### src/rtl/uart_tx_frame_ctrl.sv
// uart_tx_frame_ctrl: UART transmit frame sequencer with valid/ready input and self-timed bit periods
module uart_tx_frame_ctrl #(
  parameter int DATA_WIDTH = 8,
  parameter int PARITY_BIT = 1,
  parameter int PARITY_ODD = 0,
  parameter int STOP_BITS  = 1,
  parameter int CLK_FREQ   = 50000000,
  parameter int BAUD_RATE  = 9600
) (
  input  logic                  clk,
  input  logic                  rst,
  input  logic [DATA_WIDTH-1:0] data_in,
  input  logic                  data_valid,
  output logic                  data_ready,
  output logic                  tx_data,
  output logic                  busy,
  output logic                  done
);
  localparam int CPB = CLK_FREQ / BAUD_RATE;
  localparam int BW  = $clog2(CPB);
  localparam int NW  = $clog2(DATA_WIDTH + 1);
  localparam logic [2:0] IDLE   = 3'd0;
  localparam logic [2:0] START  = 3'd1;
  localparam logic [2:0] DATA   = 3'd2;
  localparam logic [2:0] PARITY = 3'd3;
  localparam logic [2:0] STOP   = 3'd4;
  logic [2:0]            state;
  logic [BW-1:0]         baud;
  logic [NW-1:0]         bitc;
  logic [DATA_WIDTH-1:0] shreg;
  logic                  par;
  logic                  bit_end;
  assign bit_end = baud == BW'(CPB - 1);
  // baud counter sits at zero in IDLE so bit edges align to the accepting edge
  always_ff @(posedge clk) begin
    if (rst) begin
      state      <= IDLE;
      baud       <= '0;
      bitc       <= '0;
      shreg      <= '0;
      par        <= 1'b0;
      tx_data    <= 1'b1;
      data_ready <= 1'b1;
      busy       <= 1'b0;
      done       <= 1'b0;
    end else begin
      done <= 1'b0;
      baud <= (state == IDLE || bit_end) ? '0 : baud + BW'(1);
      case (state)
        IDLE: if (data_valid && data_ready) begin
          state      <= START;
          tx_data    <= 1'b0;
          data_ready <= 1'b0;
          busy       <= 1'b1;
          shreg      <= data_in;
          par        <= (^data_in) ^ (PARITY_ODD != 0);
        end
        START: if (bit_end) begin
          state   <= DATA;
          tx_data <= shreg[0];
          shreg   <= shreg >> 1;
          bitc    <= '0;
        end
        DATA: if (bit_end) begin
          if (bitc == NW'(DATA_WIDTH - 1)) begin
            state   <= (PARITY_BIT != 0) ? PARITY : STOP;
            tx_data <= (PARITY_BIT != 0) ? par : 1'b1;
            bitc    <= '0;
          end else begin
            bitc    <= bitc + NW'(1);
            tx_data <= shreg[0];
            shreg   <= shreg >> 1;
          end
        end
        PARITY: if (bit_end) begin
          state   <= STOP;
          tx_data <= 1'b1;
        end
        STOP: if (bit_end) begin
          if (bitc == NW'(STOP_BITS - 1)) begin
            state      <= IDLE;
            data_ready <= 1'b1;
            busy       <= 1'b0;
            done       <= 1'b1;
          end else begin
            bitc <= bitc + NW'(1);
          end
        end
        default: begin
          state      <= IDLE;
          tx_data    <= 1'b1;
          data_ready <= 1'b1;
          busy       <= 1'b0;
        end
      endcase
    end
  end
endmodule

### config.mk
export PLATFORM = sky130hd
export DESIGN_NAME = uart_tx_frame_ctrl
export DESIGN_NICKNAME = d
export VERILOG_FILES = /design/src/rtl/uart_tx_frame_ctrl.sv
export SDC_FILE = /design/constraint.sdc
export NUM_CORES = 1
export LEC_CHECK = 0
export BUFFER_PORTS_ARGS = -buffer_cell sky130_fd_sc_hd__buf_2
export CORE_UTILIZATION = 37
export DETAILED_ROUTE_END_ITERATION = 10
export GPL_TIMING_DRIVEN = 0
export MAX_ROUTING_LAYER = met4
export PLACE_DENSITY_LB_ADDON = 0.25
export SKIP_CTS_REPAIR_TIMING = 1
export SKIP_LAST_GASP = 1
export SLEW_MARGIN = 25
export SYNTH_ARGS = -nofsm -noshare
export SYNTH_HDL_FRONTEND = slang
export SYNTH_SLANG_ARGS = --single-unit
### constraint.sdc
create_clock -name clk -period 4.35 [get_ports clk]
set_input_delay 0.6525 -clock clk [delete_from_list [all_inputs] [get_ports clk]]
set_output_delay 0.6525 -clock clk [all_outputs]
set_load 0.02 [all_outputs]
==> results of run 1 <==
final cells by class:
class                   count  area (µm²)  share of cell area, %
plain buffers               8        41.3                   2.14
flip-flops and latches     33         661                   34.3
well taps                  52        65.1                   3.38
clock inverters             3        17.5                  0.910
inverters                   5        18.8                  0.975
clock buffers               5        68.8                   3.57
repair buffers             14        70.1                   3.64
multi-input cells         157         983                   51.1
metal layers:
metal	GRT usage [%]	part of all wire, %	up-vias
met5	-	0	-
met4	4.67	1.0	0
met3	3.90	2.9	5
met2	23.8	45	9
met1	20.8	51	646
li1	-	-	755
cell families (layout without fill, tap and decap cells):
group                      after synthesis  after routing  synth area share [%]
and+or+nand+nor                         99             99                  30.1
buffers and inverters                   13             35                  3.52
xor gates and xnor gates                20             20                  10.3
muxes                                    1              1                 0.661
DFF                                     33             33                  38.8
AOI/OAI and AO/OA                       34             34                  14.5
adders and majority gates                3              3                  2.20
critical path: cells and delay by family (launching register included):
kind | cells | cell delay (ns)
AND/OR/NAND/NOR | 1 | 0.18
multiplexers | 1 | 0.35
AO/OA/AOI/OAI | 3 | 0.76
adder cells (fa/ha/maj) | 1 | 0.24
flip-flops | 1 | 0.36
sequential cells by signal, indices dropped and copies added (netlist names):
name,cells
data_ready,1
baud,13
state,3
tx_data,1
par,1
bitc,4
done,1
busy,1
shreg,8
worst max-delay path by stage:
stage                               startpoint                    to  depth (start not counted)
after floorplan             baud[0]$_SDFF_PP0_   baud[10]$_SDFF_PP0_                          6
after global routing        baud[0]$_SDFF_PP0_   baud[12]$_SDFF_PP0_                          6
final                     bitc[0]$_SDFFE_PP0P_  tx_data$_SDFFE_PP1P_                          6
after CTS                   baud[0]$_SDFF_PP0_    baud[4]$_SDFF_PP0_                          6
after detailed placement    baud[0]$_SDFF_PP0_   baud[12]$_SDFF_PP0_                          6
after global placement      baud[0]$_SDFF_PP0_    baud[8]$_SDFF_PP0_                          6
synthesized netlist by cell type, drive strengths merged, types with 2 or more instances:
cell type	number	area (µm²)
nand4	2	12.5
or3b	3	26.3
a31oi	2	12.5
dfxtp	33	661
nor3	4	20.0
nor2	34	128
a311oi	7	61.3
a211oi	3	35.0
nand2	24	92.6
inv	5	18.8
nor4b	4	41.3
nor3b	2	15.0
ha	3	37.5
o21ai	4	20.0
buf	3	22.5
a21oi	11	55.1
or3	3	18.8
xor2	6	52.6
or2	2	12.5
clkbuf	5	18.8
and2	2	12.5
nand3	8	52.6
xnor2	14	123
o211ai	2	20.0
and3	5	31.3
power by group through the flow:
stage / sequential [mW] / clock [mW] / combinational [mW]
global route: 0.332 / 0.243 / 0.114
detailed placement: 0.337 / 0 / 0.101
floorplan: 0.340 / 0 / 0.0708
finish: 0.330 / 0.225 / 0.100
CTS: 0.330 / 0.235 / 0.101
global placement: 0.337 / 0 / 0.100
per-stage QoR:
stage,cells,hold WS (ns)
detailed placement,269,0.440
global placement,269,0.433
global route,277,0.470
CTS,277,0.456
floorplan,203,0.418
finish,277,0.452
==> metrics, run 1 <==
status finished clean; Sw Ratio between 20% and 30%; FF-to-FF path depth 6; syn_area_per_cell 8.39 µm²; Slew HR approximately two thirds; commonest cells after routing, fill and taps aside 34 x nor2_1, 33 x dfxtp_1, 23 x nand2_1; Die Area between 4000 and 5000 µm²; Sw Pwr roughly 180 µW; final hold violations 0; grt ovf 0; CP Cell Sequence ha_1 > nand3b_1 > mux2_2 > a2111oi_0 > o32a_1 > a21oi_1; overall power 655 µW; Mapped Area roughly 1700 µm²; Hold EP baud[0]$_SDFF_PP0_; capture point of the worst reg-to-reg path tx_data$_SDFFE_PP1P_; ANT nets after route 0; vias in the first global route around 1400; Lkg Pwr roughly 0.68 nW; TNS Setup 0 ns; initial core utilization about two fifths; worst hold start baud[0]$_SDFF_PP0_; fraction of registers with async set/reset 0%; Critical Path End Type flop; chip width 69.9 µm; HPWL Detailed about 2500 µm; initial antenna violation count 0; most common cell after layout, fill and taps aside nor2_1; PortBufs 14; First DRT Iteration DRCs slightly above 100; post-layout util between 40% and 50%; worst setup margin ~2.3 ns; post-synth cell types 46; WL/cell between 10 and 15 µm; H-tree depth 2; worst setup path category reg -> reg; Worst setup SP type flop; Fillers 437; Total Routing Usage GR between 15 and 20%; Root Buffer clkbuf_8; Top FF cell, synth dfxtp_1; peak supply drop 0.191 mV; core area 4380 µm²; RePlAce Congestion 0.793; clock network power share roughly a third; Yosys warning count 0; Mapped Cells between 200 and 250; dpl cell area 1840 µm²; internal cell power ~470 µW; WL final between 3000 and 4000 µm; pre-CTS setup slack between 2 and 2.5 ns; Hold Crit Class reg -> reg; num ports 15; reg-to-reg slack, setup approximately 2.3 ns; post-DR vias/cell 5.11; clock sink count 33; largest net degree at the start of global routing 12; nets between 200 and 250; WP data arrival between 2 and 2.5 ns; RSZ-0062 raised after global routing false; Ant. Diodes 0; Worst Path Max Fanout 6; first-pass GRT wire length ~6000 µm; clock transition at the registers of the reported paths ~0.080 ns; count of final setup violators 0; Gate power share between 10% and 20%; clk_skew approximately 0.0092 ns; Crit path largest cell delay approximately 0.5 ns; Max Cap Viol 0; sequential fraction of the synthesis area 38.8%; Via Count around 1400; WP data required roughly 4.5 ns; minimum clock period 2.01 ns; Worst-Skew Late Latency 0.29 ns; final instance area a little under 2000 µm²; Tcrit/Tclk final a little under half; clock tree buffer depth 2; Pre-Repair DR Iteration Count 4; sequential share of power about half; R2R Path Start bitc[0]$_SDFFE_PP0P_; row cnt 24; Slew Limit Fails 0; syn_nets 217; die height about 70 µm; CTS tree built; #FFs+latches synth 33; depth of the worst hold-timing path 1; pwr/cell area about 340 nW/µm²; share of layout cells above drive strength 1 between 10% and 20%; EDFF count, synth 0; FMAX ~500 MHz; CTS buffer count 5; Worst-Margin Slew around 0.47 ns; Synth-to-Final Area Change 13.0%; # DRC 0; slowest cell on the critical path a2111oi_0
(Power assumes the default switching activity.)
==> inputs of run 2 (changes only) <==
- clock period: 4.35 -> 1.8 ns (I/O delays scaled with it)
==> run 2 against run 1 <==
Compared with the run above: the flow now finishes with violations (negative setup slack); global-route usage is the same; first-iteration DRC count rose by 8.8%; register-to-register slack worse by 2.4 ns.
==> metrics, run 2 (same netlist as run 1, synthesis figures left out) <==
status finished, violations left (was finished clean); failing checks negative setup slack; vias in the first global route 1355 (unchanged); Hold EP shreg[4]$_SDFFE_PP0P_ (was baud[0]$_SDFF_PP0_); worst setup margin -0.0545 ns (was 2.34 ns); FMAX 539 MHz (was 496 MHz); overall power 1.64 mW (was 655 µW); R2R Path Start state[0]$_SDFFE_PP0P_ (was bitc[0]$_SDFFE_PP0P_); pwr/cell area 776 nW/µm² (was 340 nW/µm²); fin cells 288 (was 277); HPWL Detailed 2470 µm (unchanged); die height 69.9 µm (unchanged); Worst Path Max Fanout 5 (was 6); commonest cells after routing, fill and taps aside 33 x nor2_1, 26 x dfxtp_1, 22 x nand2_1 (was 34 x nor2_1, 33 x dfxtp_1, 23 x nand2_1); H-tree depth 2 (unchanged); Top delay family on crit path simple AND/OR/NAND/NOR gates (was compound AO/OA/AOI/OAI gates); chip width 69.9 µm (unchanged); nets 249 (was 238); Crit path largest cell delay 0.49 ns (about the same); Via Count 1493 (was 1415); Max Cap Viol 0 (unchanged); post-layout util 48.3% (was 43.9%); placed insts 269 (unchanged); Tcrit/Tclk final 103% (was 46.3%); reg-to-reg slack, setup -0.05 ns (was 2.34 ns); Lkg Pwr 0.758 nW (was 0.677 nW); worst hold start data_in[4] (was baud[0]$_SDFF_PP0_); Worst-Margin Slew 0.547 ns (was 0.468 ns); WP data required 2.03 ns (was 4.51 ns); ANT nets after route 0 (unchanged); TNS Setup -0.0903 ns (was 0 ns); First DRT Iteration DRCs 111 (was 102); Slew HR 63.5% (was 68.0%); final hold violations 0 (unchanged); initial antenna violation count 0 (unchanged); row cnt 24 (unchanged); Top Registers baud x13, shreg x8, bitc x4 (unchanged); Total Routing Usage GR 15.8% (unchanged); WP buf/inv 1 (was 0); first-pass GRT wire length 6020 µm (unchanged); Worst setup SP type flop (unchanged); depth of the worst hold-timing path 3 (was 1); # DRC 0 (unchanged); WP data arrival 2.08 ns (was 2.18 ns); Die Area 4880 µm² (unchanged); WL final 3610 µm (was 3380 µm); minimum clock period 1.85 ns (was 2.01 ns); largest net degree at the start of global routing 12 (unchanged); Slew Limit Fails 0 (unchanged); Ant. Diodes 0 (unchanged); worst setup path category reg -> reg (unchanged); clock tree buffer depth 2 (unchanged); initial core utilization 38.9% (unchanged); post-DR vias/cell 5.18 (was 5.11); most flop-heavy register baud (unchanged); core area 4380 µm² (unchanged); RePlAce Congestion 0.793 (unchanged); clock sink count 33 (unchanged); clock transition at the registers of the reported paths 0.08 ns (about the same); Fillers 426 (was 437); share of layout cells above drive strength 1 28.0% (was 15.1%); capture point of the worst reg-to-reg path bitc[3]$_SDFFE_PP0P_ (was tx_data$_SDFFE_PP1P_); num ports 15 (unchanged); grt ovf 0 (unchanged); clk_skew 0.0105 ns (was 0.00923 ns); CP Cell Sequence buf_6 > or3b_1 > o211ai_2 > nand4_1 > or4_1 > a21oi_2 (was ha_1 > nand3b_1 > mux2_2 > a2111oi_0 > o32a_1 > a21oi_1); CTS buffer count 5 (unchanged); Critical Path End Type flop (unchanged); PortBufs 14 (unchanged); slowest cell on the critical path or4_1 (was a2111oi_0); Root Buffer clkbuf_8 (unchanged); Worst-Skew Late Latency 0.29 ns (about the same); CTS tree built (unchanged); max reg flops 13 (unchanged); RSZ-0062 raised after global routing true (was false); FF-to-FF path depth 6 (unchanged); most common cell after layout, fill and taps aside nor2_1 (unchanged); Hold Crit Class in -> reg (was reg -> reg); Pre-Repair DR Iteration Count 4 (unchanged); count of final setup violators 2 (was 0); Synth-to-Final Area Change 24.2% (was 13.0%); peak supply drop 0.468 mV (was 0.191 mV); critical path depth 6 (unchanged); dpl cell area 1840 µm² (unchanged); WL/cell 12.5 µm (was 12.2 µm); final instance area 2120 µm² (was 1930 µm²)
run 2: worst reg2reg max path, stage by stage (launching register included):
cell and delay (ns):
dfxtp_2 0.34, buf_6 0.12, or3b_1 0.36, o211ai_2 0.25, nand4_1 0.12, or4_1 0.49, a21oi_2 0.12
run 2: how the worst max path moves through the flow:
stage                                       to                  start
after floorplan            baud[10]$_SDFF_PP0_     baud[0]$_SDFF_PP0_
after global placement      baud[8]$_SDFF_PP0_     baud[0]$_SDFF_PP0_
after CTS                   baud[4]$_SDFF_PP0_     baud[0]$_SDFF_PP0_
final                     bitc[3]$_SDFFE_PP0P_  state[0]$_SDFFE_PP0P_
after detailed placement   baud[12]$_SDFF_PP0_     baud[0]$_SDFF_PP0_
after global routing      bitc[3]$_SDFFE_PP0P_  state[0]$_SDFFE_PP0P_
run 2: report_power, final:
part	internal, mW	switching [mW]
Combinational	0.139	0.155
Clock	0.267	0.282
Sequential	0.772	0.0275
Total	1.18	0.464
run 2: metrics by stage:
step	setup WS, ns	hold WS, ns
final	-0.0545	0.269
after global routing	-0.105	0.272
after CTS	-0.239	0.266
after detailed placement	-0.234	0.440
after global placement	-0.198	0.433
after floorplan	0.0513	0.418
run 2: final cells by class:
class                           count  area (µm²)  share of cell area, %
Clock buffer                        5        68.8                   3.25
Clock inverter                      3        17.5                  0.827
Inverter                            5        18.8                  0.887
Sequential cell                    33         672                   31.7
Multi-Input combinational cell    157        1070                   50.6
Tap cell                           52        65.1                   3.07
Timing Repair Buffer               25         154                   7.27
Buffer                              8        50.0                   2.36
run 2: layer usage:
| layer | global-route usage [%] | vias up | routed length (µm) |
|---|---|---|---|
| li1 | - | 775 | - |
| met1 | 20.8 | 694 | 1750 |
| met2 | 23.8 | 17 | 1670 |
| met3 | 3.90 | 7 | 146 |
| met4 | 4.67 | 0 | 39 |
| met5 | - | - | 0 |
